$ cat src/rtl/serial_subtractor.sv
// Bit-serial two's-complement subtractor: Diff = X - Y - BorrowIn, one bit per clock, LSB first.
// A start/busy/done handshake wraps a single full-subtractor cell and a borrow flip-flop.
module serial_subtractor #(
  parameter int WIDTH = 4
) (
  input  logic             Clk,
  input  logic             Reset,
  input  logic             SubStart,
  input  logic [WIDTH-1:0] SubX,
  input  logic [WIDTH-1:0] SubY,
  input  logic             SubBorrowIn,
  output logic             SubBusy,
  output logic             SubDone,
  output logic [WIDTH-1:0] SubDiff,
  output logic             SubBorrowOut,
  output logic             SubOverflow
);

  localparam int CntW = (WIDTH > 1) ? $clog2(WIDTH) : 1;
  localparam logic [CntW-1:0] LastBit = CntW'(WIDTH - 1);

  typedef enum logic [1:0] {
    IDLE,
    SHIFT,
    DONE
  } state_t;

  state_t            state;
  logic [WIDTH-1:0]  x_sr;
  logic [WIDTH-1:0]  y_sr;
  logic [WIDTH-1:0]  res_sr;
  logic              borrow;
  logic [CntW-1:0]   cnt;
  logic              x_msb;
  logic              y_msb;

  logic              bit_x;
  logic              bit_y;
  logic              bit_d;
  logic              bit_b;
  logic [WIDTH-1:0]  res_next;

  // Full-subtractor cell working on the current LSBs and the stored borrow.
  assign bit_x    = x_sr[0];
  assign bit_y    = y_sr[0];
  assign bit_d    = bit_x ^ bit_y ^ borrow;
  assign bit_b    = (~bit_x & bit_y) | (~(bit_x ^ bit_y) & borrow);
  assign res_next = {bit_d, res_sr[WIDTH-1:1]};

  always_ff @(posedge Clk) begin
    if (Reset) begin
      state        <= IDLE;
      x_sr         <= '0;
      y_sr         <= '0;
      res_sr       <= '0;
      borrow       <= 1'b0;
      cnt          <= '0;
      x_msb        <= 1'b0;
      y_msb        <= 1'b0;
      SubBusy      <= 1'b0;
      SubDone      <= 1'b0;
      SubDiff      <= '0;
      SubBorrowOut <= 1'b0;
      SubOverflow  <= 1'b0;
    end else begin
      case (state)
        // DONE accepts a new request just like IDLE, giving back-to-back operation.
        IDLE, DONE: begin
          SubDone <= 1'b0;
          if (SubStart) begin
            x_sr    <= SubX;
            y_sr    <= SubY;
            x_msb   <= SubX[WIDTH-1];
            y_msb   <= SubY[WIDTH-1];
            res_sr  <= '0;
            borrow  <= SubBorrowIn;
            cnt     <= '0;
            SubBusy <= 1'b1;
            state   <= SHIFT;
          end else begin
            state <= IDLE;
          end
        end
        SHIFT: begin
          x_sr   <= x_sr >> 1;
          y_sr   <= y_sr >> 1;
          res_sr <= res_next;
          borrow <= bit_b;
          cnt    <= cnt + 1'b1;
          // The last bit's sign decides overflow against the latched operand signs.
          if (cnt == LastBit) begin
            SubBusy      <= 1'b0;
            SubDone      <= 1'b1;
            SubDiff      <= res_next;
            SubBorrowOut <= bit_b;
            SubOverflow  <= (x_msb != y_msb) && (bit_d != x_msb);
            state        <= DONE;
          end
        end
        default: begin
          SubBusy <= 1'b0;
          SubDone <= 1'b0;
          state   <= IDLE;
        end
      endcase
    end
  end

endmodule

$ cat config.mk
export PLATFORM = sky130hd
export DESIGN_NAME = serial_subtractor
export DESIGN_NICKNAME = d
export VERILOG_FILES = /design/src/rtl/serial_subtractor.sv
export SDC_FILE = /design/constraint.sdc
export NUM_CORES = 1
export LEC_CHECK = 0
export CORE_MARGIN = 2
export CORE_UTILIZATION = 50
export CTS_BUF_LIST = sky130_fd_sc_hd__clkbuf_8
export CTS_CLUSTER_DIAMETER = 60
export DETAILED_ROUTE_END_ITERATION = 8
export GPL_TIMING_DRIVEN = 0
export PLACE_DENSITY = 0.77
export SLEW_MARGIN = 20
export SYNTH_ARGS = -nofsm -noshare
export SYNTH_HDL_FRONTEND = slang
export SYNTH_SLANG_ARGS = --single-unit
$ cat constraint.sdc
create_clock -name Clk -period 3 [get_ports Clk]
set_input_delay 0.6 -clock Clk [delete_from_list [all_inputs] [get_ports Clk]]
set_output_delay 0.6 -clock Clk [all_outputs]
set_load 0.1 [all_outputs]
==> impl_metrics.ini <==
[logic_synthesis]
synth_fa_ha_area_share_pct = 3.10
ys_ff_latch = 26
synth_cells = 123
async_reset_ff_share_pct = 0
synth-edff-count = 0
yosys.area.top_type_share_pct = 49.5
seq_area_frac_synth_pct = 49.5
yosys.area_share.simple_pct = 24.2
synth_area_leaders = dfxtp_1 50%, nand2_1 8.2%, a21oi_1 7.6%
synth_top_family_by_area = simple AND/OR/NAND/NOR gates
synth_compound_area_share_pct = 15.5
synth-xor-area-share_pct = 0
yosysWarnings = 0
ys_dominant_reg_cell = dfxtp_1
synth_cell_types = 24
synth_mux_area_share_pct = 0.952
yosys.area.top_type = dfxtp_1
syn_area_per_cell_um2 = 8.54
syn_nets = 137
syn_area_um2 = 1050

[worst_setup_path]
crit_slowest_cell = clkdlybuf4s50_1
crit_path_end_kind = primary output
path_cells = clkdlybuf4s50_1
path_buf_inv = 1
regToRegSetupSlack_ns = 1.51
r2r_start = y_sr[0]
critPathLaunchType = flop
critPathMaxStageDelay_ns = 1.16
cp_top_family = buffers and inverters
r2r_cells = 5
r2r_end = SubOverflow
critPathArrivalTime_ns = 1.79
worstSetupPathType = reg -> out
critPathRequiredTime_ns = 2.40
worstPathMaxFanout = 2

[detailed_routing]
via_per_inst = 5.43
wl_met2_um = 979
wl_per_cell_um = 12.4
drt_iter0_drc = 27
drt_pass1_iterations = 4
ant_nets = 0
postRouteWirelength_um = 2120
maxUsedRoutingLayer = met4
wl_met3_um = 91
drc_errors = 0
met1_length_um = 1020
vias = 928

[clock_tree]
clk_path_buf_depth = 2
post_cts_buffers = 0
cts_hold_buf = 0
cts_root_buf = clkbuf_8
cts.repair.resized = 0
cts_tree = built
clkTransAtPathRegs_ns = 0.08
cts.sinks = 26
cts_made_buffers = 3
htreeDepth = 1
clk_latency_ns = 0.27

[die]
fp-row-count = 16
dieHeight_um = 49.8
io-pin-count = 20
start_util_pct = 53.0
dieArea_um2 = 2480
core_area_um2 = 1980
fp.dieW_um = 49.8

[global_route]
grt_pass1_wl_um = 3910
grt_max_degree = 14
antenna_found_initial = 0
grt-ovfl-total = 0
grt_pass1_vias = 892
grt_util_all_layers_pct = 20.3

[power_and_ir_drop]
vdd_ir_drop_max_uv = 339
p_per_area_nw_per_um2 = 515
total_power_mw = 0.672
p_leak_nw = 0.484

[placed_design]
io_buffer_count = 18
gp_congestion = 0.766
dp_hpwl_um = 1440
placedInstanceArea_um2 = 1260
dp.cells = 168

[job]
cap_viol_max_count = 0

[timing]
hold_viol = 0
clock.fmax_mhz = 418
setup_viol = 0
fin_skew_ns = 0.00129
fin_tns_setup_ns = 0
fin_crit_ns = 2.39
post-route-period-util_pct = 79.7
rsz0062_at_grt = no
relSlewSlack_pct = 33.6
drv_slew = 0
tightest_slew_ns = 0.994

[min_path]
hold_depth = 2
hold_start = SubDiff[0]
holdPathEnd = SubDiff[0]
hp-class = reg -> reg

[run_status]
status = finished clean

[layout]
nets = 160
drive_above_1_share_pct = 6.94
design_area_um2 = 1310
diodes = 0
synthToLayoutAreaGrowth_pct = 24.3
final_cells = 171
==> cells in the final DEF (no fill, tap or decap) <==
| cell | Yosys | final |
|---|---|---|
| nor2_1 | 11 | 11 |
| nor3b_1 | 1 | 1 |
| nand2b_1 | 3 | 3 |
| nand3b_1 | 1 | 1 |
| buf_2 | 3 | 3 |
| a311oi_1 | 7 | 7 |
| and2b_1 | 1 | 1 |
| nand3_1 | 11 | 11 |
| buf_6 | 2 | 2 |
| nor2b_1 | 1 | 1 |
| buf_4 | 2 | 2 |
| a2bb2oi_1 | 1 | 1 |
| dfxtp_1 | 26 | 26 |
| nor3_1 | 3 | 3 |
| mux2i_1 | 1 | 1 |
| o21a_1 | 1 | 1 |
| fa_1 | 1 | 1 |
| and3b_1 | 1 | 1 |
| ha_1 | 1 | 1 |
| clkbuf_8 | 0 | 3 |
| a21oi_1 | 16 | 16 |
| clkdlybuf4s50_1 | 0 | 18 |
| clkbuf_1 | 3 | 3 |
| nand2_1 | 23 | 23 |
| o21ai_0 | 1 | 1 |
| inv_1 | 2 | 2 |
==> power by group <==
group	internal (mW)	switching (mW)	total [mW]
combinational	0.0458	0.0588	0.105
sequential	0.363	0.0109	0.374
clock	0.0900	0.104	0.194
total	0.498	0.174	0.672
==> kinds of logic (layout without fill, tap and decap cells) <==
family                   Yosys count  in the layout
buffers and inverters             12             33
flip-flops                        26             26
AO/OA/AOI/OAI                     26             26
adder cells (fa/ha/maj)            2              2
multiplexers                       1              1
AND/OR/NAND/NOR                   56             56
==> area by class of cell <==
| type | instances | area [um2] |
|---|---|---|
| fillers | 171 | 676 |
| flip-flops and latches | 26 | 520 |
| multi-input cells | 85 | 459 |
| repair buffers | 18 | 180 |
| plain buffers | 10 | 63.8 |
| clock buffers | 3 | 41.3 |
| well taps | 27 | 33.8 |
| inverters | 2 | 7.51 |
==> worst max path at each step <==
stage                 start           end  slack, ns  depth (start not counted)
2_1_floorplan  SubBorrowOut  SubBorrowOut       1.48                          0
3_3_place_gp        SubDone       SubDone       0.96                          1
3_5_place_dp        SubDone       SubDone       0.95                          1
4_1_cts          SubDiff[2]    SubDiff[2]       0.61                          1
5_1_grt          SubDiff[2]    SubDiff[2]       0.59                          1
6_report         SubDiff[2]    SubDiff[2]       0.61                          1
==> synth_stat cells, types with 2 or more instances <==
cell,count
nor3_1,3
a311oi_1,7
buf_6,2
clkbuf_1,3
nand3_1,11
a21oi_1,16
buf_4,2
dfxtp_1,26
nand2b_1,3
nand2_1,23
inv_1,2
buf_2,3
nor2_1,11
==> metal layers <==
layer	GRT usage, %	vias to the layer above
li1	-	466
met3	3.94	5
met2	33.6	24
met4	6.94	0
met1	26.6	433
met5	0	-
==> sequential cells by signal (all words and copies together), names as in the netlist <==
register and flops:
cnt 2, y_sr 4, x_sr 4, res_sr 3, state 2, y_msb 1
x_msb 1, SubDone 1, borrow 1, SubBorrowOut 1, SubOverflow 1, SubDiff 4
SubBusy 1
==> through the flow <==
stage / setup slack [ns] / util (%) / hold slack, ns
2_1_floorplan: 1.48 / - / 0.440
3_3_place_gp: 0.958 / 63.8 / 0.444
3_5_place_dp: 0.954 / 63.8 / 0.448
4_1_cts: 0.609 / 65.9 / 0.459
5_1_grt: 0.587 / 65.9 / 0.495
6_report: 0.608 / 65.9 / 0.457
Power figures use the tool's default switching activity.
